$ cat config.mk
export PLATFORM = sky130hd
export DESIGN_NAME = lcd_byte_writer
export DESIGN_NICKNAME = d
export VERILOG_FILES = /design/src/rtl/lcd_pkg.sv /design/src/rtl/lcd_delay_timer.sv /design/src/rtl/lcd_byte_writer.sv
export SDC_FILE = /design/constraint.sdc
export NUM_CORES = 1
export LEC_CHECK = 0
export BUFFER_PORTS_ARGS = -buffer_cell sky130_fd_sc_hd__buf_2
export CAP_MARGIN = 20
export CORE_MARGIN = 5
export CORE_UTILIZATION = 59
export DETAILED_ROUTE_END_ITERATION = 8
export PLACE_DENSITY = 0.81
export SYNTH_ARGS = -nofsm -noshare
export SYNTH_HDL_FRONTEND = slang
export SYNTH_SLANG_ARGS = --single-unit
$ cat constraint.sdc
create_clock -name clk -period 2.6 [get_ports clk]
set_input_delay 0.52 -clock clk [delete_from_list [all_inputs] [get_ports clk]]
set_output_delay 0.52 -clock clk [all_outputs]
set_load 0.005 [all_outputs]
$ cat src/rtl/lcd_pkg.sv
// lcd_pkg: shared states, control bit positions, init ROM and command constants for the LCD writer
package lcd_pkg;
  typedef enum logic [3:0] {
    PWRUP, IDLE, HI_SETUP, HI_PULSE, HI_HOLD, LO_SETUP, LO_PULSE, LO_HOLD, EXEC_WAIT
  } state_t;

  localparam int CTRL_E  = 0;
  localparam int CTRL_RW = 1;
  localparam int CTRL_RS = 2;

  localparam logic [7:0] CMD_CLEAR = 8'h01;
  localparam logic [7:0] CMD_HOME  = 8'h02;

  typedef struct packed {
    logic [7:0] val;
    logic       nib;
    logic       long_w;
  } init_t;

  // Nibble-only entries carry their nibble in val[7:4]
  function automatic init_t init_rom(input logic [2:0] i);
    case (i)
      3'd0:    return '{8'h30, 1'b1, 1'b1};
      3'd1:    return '{8'h30, 1'b1, 1'b0};
      3'd2:    return '{8'h30, 1'b1, 1'b0};
      3'd3:    return '{8'h20, 1'b1, 1'b0};
      3'd4:    return '{8'h28, 1'b0, 1'b0};
      3'd5:    return '{8'h0C, 1'b0, 1'b0};
      3'd6:    return '{8'h06, 1'b0, 1'b0};
      default: return '{CMD_CLEAR, 1'b0, 1'b0};
    endcase
  endfunction

  function automatic logic is_slow(input logic rs, input logic [7:0] d);
    return !rs && (d == CMD_CLEAR || d == CMD_HOME || d == 8'h03);
  endfunction

  function automatic int imax(input int a, input int b);
    return a > b ? a : b;
  endfunction
endpackage

$ cat src/rtl/lcd_delay_timer.sv
// lcd_delay_timer: loadable down-counter that parks at zero and flags it
module lcd_delay_timer #(
  parameter int W = 20
) (
  input  logic         clk,
  input  logic         rst,
  input  logic         load,
  input  logic [W-1:0] value,
  output logic         zero
);
  logic [W-1:0] cnt;
  always_ff @(posedge clk or posedge rst) begin
    if (rst) cnt <= '0;
    else if (load) cnt <= value;
    else if (cnt != '0) cnt <= cnt - 1'b1;
  end
  assign zero = cnt == '0;
endmodule

$ cat src/rtl/lcd_byte_writer.sv
// lcd_byte_writer: HD44780 4-bit byte writer with E strobe timing and exec waits
// Define LCD_INIT_SEQ_EN to run the power-on 4-bit init sequence after reset.
module lcd_byte_writer
  import lcd_pkg::*;
#(
  parameter int SETUP_CYC      = 2,
  parameter int E_HIGH_CYC     = 12,
  parameter int HOLD_CYC       = 2,
  parameter int CMD_WAIT_CYC   = 2000,
  parameter int CLEAR_WAIT_CYC = 82000,
  parameter int POWERUP_CYC    = 750000,
  parameter int INIT_LONG_CYC  = 205000
) (
  input  logic       clk,
  input  logic       rst,
  input  logic       in_valid,
  input  logic       in_rs,
  input  logic [7:0] in_data,
  output logic       in_ready,
  output logic [3:0] dataout,
  output logic [2:0] control,
  output logic       led
);
  localparam int W = $clog2(imax(imax(imax(SETUP_CYC, E_HIGH_CYC), imax(HOLD_CYC, CMD_WAIT_CYC)),
                                 imax(imax(CLEAR_WAIT_CYC, POWERUP_CYC), INIT_LONG_CYC)) + 1);
`ifdef LCD_INIT_SEQ_EN
  localparam state_t RST_ST = PWRUP;
`else
  localparam state_t RST_ST = IDLE;
`endif

  state_t         state, state_n;
  logic [7:0]     byte_q;
  logic           rs_q, nib_q, long_q, armed, more, ld, zero, accept;
  logic [W-1:0]   ld_val;
  logic [3:0]     d_n;
  logic [2:0]     c_n;
  logic           rdy_n, led_n;

  assign accept = state == IDLE && in_valid;

`ifdef LCD_INIT_SEQ_EN
  logic [2:0] idx;
  init_t      rom_n;
  assign rom_n = init_rom(state == PWRUP ? 3'd0 : idx + 3'd1);
  assign more  = armed && idx != 3'd7;
`else
  assign armed = 1'b0;
  assign more  = 1'b0;
`endif

  lcd_delay_timer #(.W(W)) u_tmr (
    .clk(clk),
    .rst(rst),
    .load(ld),
    .value(ld_val),
    .zero(zero)
  );

  // Outputs are registered from the current state, so they trail the state by one cycle
  always_ff @(posedge clk or posedge rst) begin
    if (rst) begin
      state    <= RST_ST;
      byte_q   <= '0;
      rs_q     <= 1'b0;
      nib_q    <= 1'b0;
      long_q   <= 1'b0;
      dataout  <= '0;
      control  <= '0;
      in_ready <= 1'b0;
      led      <= 1'b0;
`ifdef LCD_INIT_SEQ_EN
      armed    <= 1'b0;
      idx      <= '0;
`endif
    end else begin
      state    <= state_n;
      dataout  <= d_n;
      control  <= c_n;
      in_ready <= rdy_n;
      led      <= led_n;
      if (accept) {byte_q, rs_q, nib_q, long_q} <= {in_data, in_rs, 2'b00};
`ifdef LCD_INIT_SEQ_EN
      if (state == PWRUP && !armed) armed <= 1'b1;
      if (armed && state_n == HI_SETUP && state != HI_SETUP) {byte_q, nib_q, long_q, rs_q} <= {rom_n, 1'b0};
      if (armed && state == EXEC_WAIT && zero) begin
        if (idx == 3'd7) armed <= 1'b0;
        else idx <= idx + 3'd1;
      end
`endif
    end
  end

  always_comb begin
    state_n = state;
    case (state)
      PWRUP:     if (armed && zero) state_n = HI_SETUP;
      IDLE:      if (in_valid) state_n = HI_SETUP;
      HI_SETUP:  if (zero) state_n = HI_PULSE;
      HI_PULSE:  if (zero) state_n = HI_HOLD;
      HI_HOLD:   if (zero) state_n = nib_q ? EXEC_WAIT : LO_SETUP;
      LO_SETUP:  if (zero) state_n = LO_PULSE;
      LO_PULSE:  if (zero) state_n = LO_HOLD;
      LO_HOLD:   if (zero) state_n = EXEC_WAIT;
      EXEC_WAIT: if (zero) state_n = more ? HI_SETUP : IDLE;
      default:   state_n = IDLE;
    endcase
    ld = state_n != state || (state == PWRUP && !armed);
    case (state_n)
      PWRUP:              ld_val = W'(POWERUP_CYC - 1);
      HI_SETUP, LO_SETUP: ld_val = W'(SETUP_CYC - 1);
      HI_PULSE, LO_PULSE: ld_val = W'(E_HIGH_CYC - 1);
      HI_HOLD, LO_HOLD:   ld_val = W'(HOLD_CYC - 1);
      EXEC_WAIT:          ld_val = long_q ? W'(INIT_LONG_CYC - 1) :
                                   is_slow(rs_q, byte_q) ? W'(CLEAR_WAIT_CYC - 1) : W'(CMD_WAIT_CYC - 1);
      default:            ld_val = '0;
    endcase
  end

  always_comb begin
    d_n = state == HI_SETUP ? byte_q[7:4] : state == LO_SETUP ? byte_q[3:0] : dataout;
    c_n = '0;
    c_n[CTRL_RS] = (state == HI_SETUP || state == LO_SETUP) ? rs_q : control[CTRL_RS];
    c_n[CTRL_RW] = 1'b0;
    c_n[CTRL_E]  = state == HI_PULSE || state == LO_PULSE;
    rdy_n = state_n == IDLE;
    led_n = led | rdy_n;
  end
endmodule

==> results.ini <==
[logic_synthesis]
async_s_r_ff_share_synth=1.00
synth_seq_cells=41
mappedNetlistNets=236
yosys-top-cells-count=dfrtp_1, nor2_1, nand2_1
ys_seq_area_frac=0.460
postSynthCellCount=222
yosysWarningCount=0
netlist_area_mm2=0.00223
yosysMostFrequentCell=dfrtp_1
postSynth.topFlopCell=dfrtp_1
count_of_flip_flops_with_a_built_in_enable_after_synthesis=0
synth_top_area_cell=dfrtp_1
synthesis.area_per_instance_um2=10.1
post_synth_top_area_share=0.448
ys_top_cells_by_area=dfrtp_1, mux2_2, nor2_1, xnor2_1, xor2_1
post_synth_num_cell_types=53

[setup_path]
path_cells=inv_1 > ha_1 > or4b_1 > or2_1 > o31ai_4 > o211ai_2 > and3_1
timing.critical_path.max_delay_family=simple AND/OR/NAND/NOR gates
worst_reg2reg_startpoint=u_tmr.cnt[0]
worstPathArrival_ns=2.64
critical-path-slowest-cell=o31ai_4
path_depth=7
path_class=flip-flop to flip-flop
setup.worst_path.start=u_tmr.cnt[0]
crit_end=u_tmr.cnt[10]
worstPathMaxFanout=10
critPathRequiredTime_ns=2.79
critical_path.reg2reg.endpoint=u_tmr.cnt[10]
critical_path_buf_inv_count=1
crit_path_end_kind=flip-flop
critical-path-max-stage-delay_ns=0.47
start_kind=flip-flop
worst-r2r-setup-slack_ns=0.16
worst_r2r_path_depth=7

[clock_tree]
clk_root_buffer_cell=clkbuf_8
clockBufferDepth=2
source_to_sink_clock_delay_at_the_later_pin_of_the_worst_skew_pair_ns=0.30
numClockSinks=41
clock_tree.htree_level_count=2
cts_tree=built
tritoncts.num_buffers=5
post_cts_resize_count=0
clk_pin_slew_worst_paths_ns=0.08
cts-hold-fix-buffers=0
cts.repair_timing.setup_buffer_count=0

[power_and_ir_drop]
internal_power_uw=836
max-vdd-ir-drop_v=0.000393
power-per-cell-area_mw_per_mm2=428
total_power_mw=1.06
power_frac_seq=0.601
lkg_pwr_nw=1.04
clock_power_share=0.377
p_sw_uw=225
comb_power_share=0.022
switching_share=0.212

[global_route]
number_of_global_route_vias_before_repair=1798
grt_first_pass_wirelength_um=8510
grt_start_max_net_pins=42
globalRouteTotalUtil=0.215
number_of_antenna_violations_at_the_first_check_in_global_routing=0
overall_overflow_remaining_after_global_route=0

[floorplanning]
core-area_mm2=0.00366
chipWidth_um=71.5
die_area_mm2=0.00512
starting_utilization_of_the_core_area=0.610
top_level_pins=21
fp-row-count=22
die_h_um=71.5

[routing]
wl_per_cell_um=16.5
route.met2.wl_um=2390
drt_initial_violations=187
via_count=1778
drt-total-wl_um=4880
routed.top_layer=met4
drt_first_pass_iters=4
route.met3.wl_um=320
antenna_left=0
wl_met1_um=2060
viasPerCell=6.01
drc_errors=0

[finish]
stdcell_area_mm2=0.00248
flow.area_growth_from_synthesis_pct=11.0
nets_finish=261
post_route_cells_drive_above_1_share=0.210
final.fill_count=300
n_antenna_cell=0
post_layout_nonfiller_instances=296

[timing]
timing.max_slew.rel_slack=0.518
final_clock_period_utilization_by_the_worst_path=0.940
totalNegativeSetupSlack_ns=0
rsz0062_at_grt=no
worst_margin_slew_ns=0.718
final.setup.worst_slack_ns=0.155
final-setup-viol-count=0
finalHoldViolations=0
worst_clock_skew_ns=0.0125
timing.fmax_mhz=409
final.min_clock_period_ns=2.44
final_max_slew_viol_count=0

[outcome]
status=finished clean

[placed_design]
routabilityCongestion=0.868
place.detailed.hpwl_um=3560
place.detailed.instances=288
dp_worst_setup_slack_ns=0.216
port_buffers=19
total_placed_instance_area_mm2=0.00240

[worst_hold_path]
worst_hold_path_type=input port to asynchronous set/reset pin

[flow_run]
maxCapViolCount=0

worst reg2reg max path: stages (launching register included):
cell	delay, ns
dfrtp_1	0.41
inv_1	0.13
ha_1	0.15
or4b_1	0.46
or2_1	0.37
o31ai_4	0.47
o211ai_2	0.16
and3_1	0.20
worst min path at each step:
stage | from | to | slack [ns] | depth (start not counted)
2_1_floorplan | led | led | 0.46 | 1
4_1_cts | rst | u_tmr.cnt[14] | 0.35 | 3
3_5_place_dp | led | led | 0.45 | 1
5_1_grt | rst | state[2] | 0.39 | 3
6_report | rst | u_tmr.cnt[14] | 0.34 | 3
3_3_place_gp | led | led | 0.45 | 1
routing by layer:
metal,global-route usage,up-vias
met3,0.0365,12
met2,0.352,63
met1,0.274,854
met4,0.109,0
li1,-,849
met5,0,-
area by class of cell:
cell class                      instances  area [µm²]  share of cell area
Clock buffer                            8        80.1              0.0323
Multi-Input combinational cell        169        1150               0.464
Timing Repair Buffer                   26         148              0.0595
Inverter                                4        15.0             0.00605
Sequential cell                        41        1030               0.414
Tap cell                               48        60.1              0.0242
registers in the layout (all words and copies together), names as in the netlist:
signal	flops
byte_q	8
in_ready	1
led	1
state	4
control	2
rs_q	1
u_tmr.cnt	20
dataout	4
stage by stage:
step                       util  hold slack [ns]
after floorplan               -            0.465
after global placement    0.656            0.453
after detailed placement  0.656            0.452
after CTS                 0.677            0.351
after global routing      0.677            0.392
final                     0.677            0.335
kinds of logic (layout without fill, tap and decap cells):
kind of cell / after synthesis / after routing / share of synthesized area
and+or+nand+nor: 90 / 90 / 0.216
AOI/OAI and AO/OA: 41 / 41 / 0.134
DFF: 41 / 41 / 0.460
xor gates and xnor gates: 19 / 19 / 0.0745
muxes: 15 / 15 / 0.0728
buffers and inverters: 12 / 38 / 0.0257
adders and majority gates: 3 / 3 / 0.0157
other: 1 / 1 / 0.00168
power groups by stage:
stage / combinational [mW] / clock, mW / sequential, mW
after floorplan: 0.0126 / 0 / 0.650
after CTS: 0.0248 / 0.404 / 0.637
after global routing: 0.0286 / 0.438 / 0.637
final: 0.0239 / 0.400 / 0.637
after global placement: 0.0246 / 0 / 0.650
after detailed placement: 0.0249 / 0 / 0.650
placed cells by master, fill, tap and decap left out, types with 4 or more instances in the layout:
cell      netlist  final
a21oi_1         7      7
nand3_1         7      7
o211ai_1        5      5
buf_2           1     19
nor3_1         11     11
nor2_1         26     26
nand2_1        16     16
dfrtp_1        40     40
xor2_1          8      8
o21ai_0         9      9
mux2_2         10     10
clkbuf_8        0      5
inv_1           4      4
mux2i_1         5      5
buf_4           1      7
xnor2_1        11     11
(Power assumes the default switching activity.)
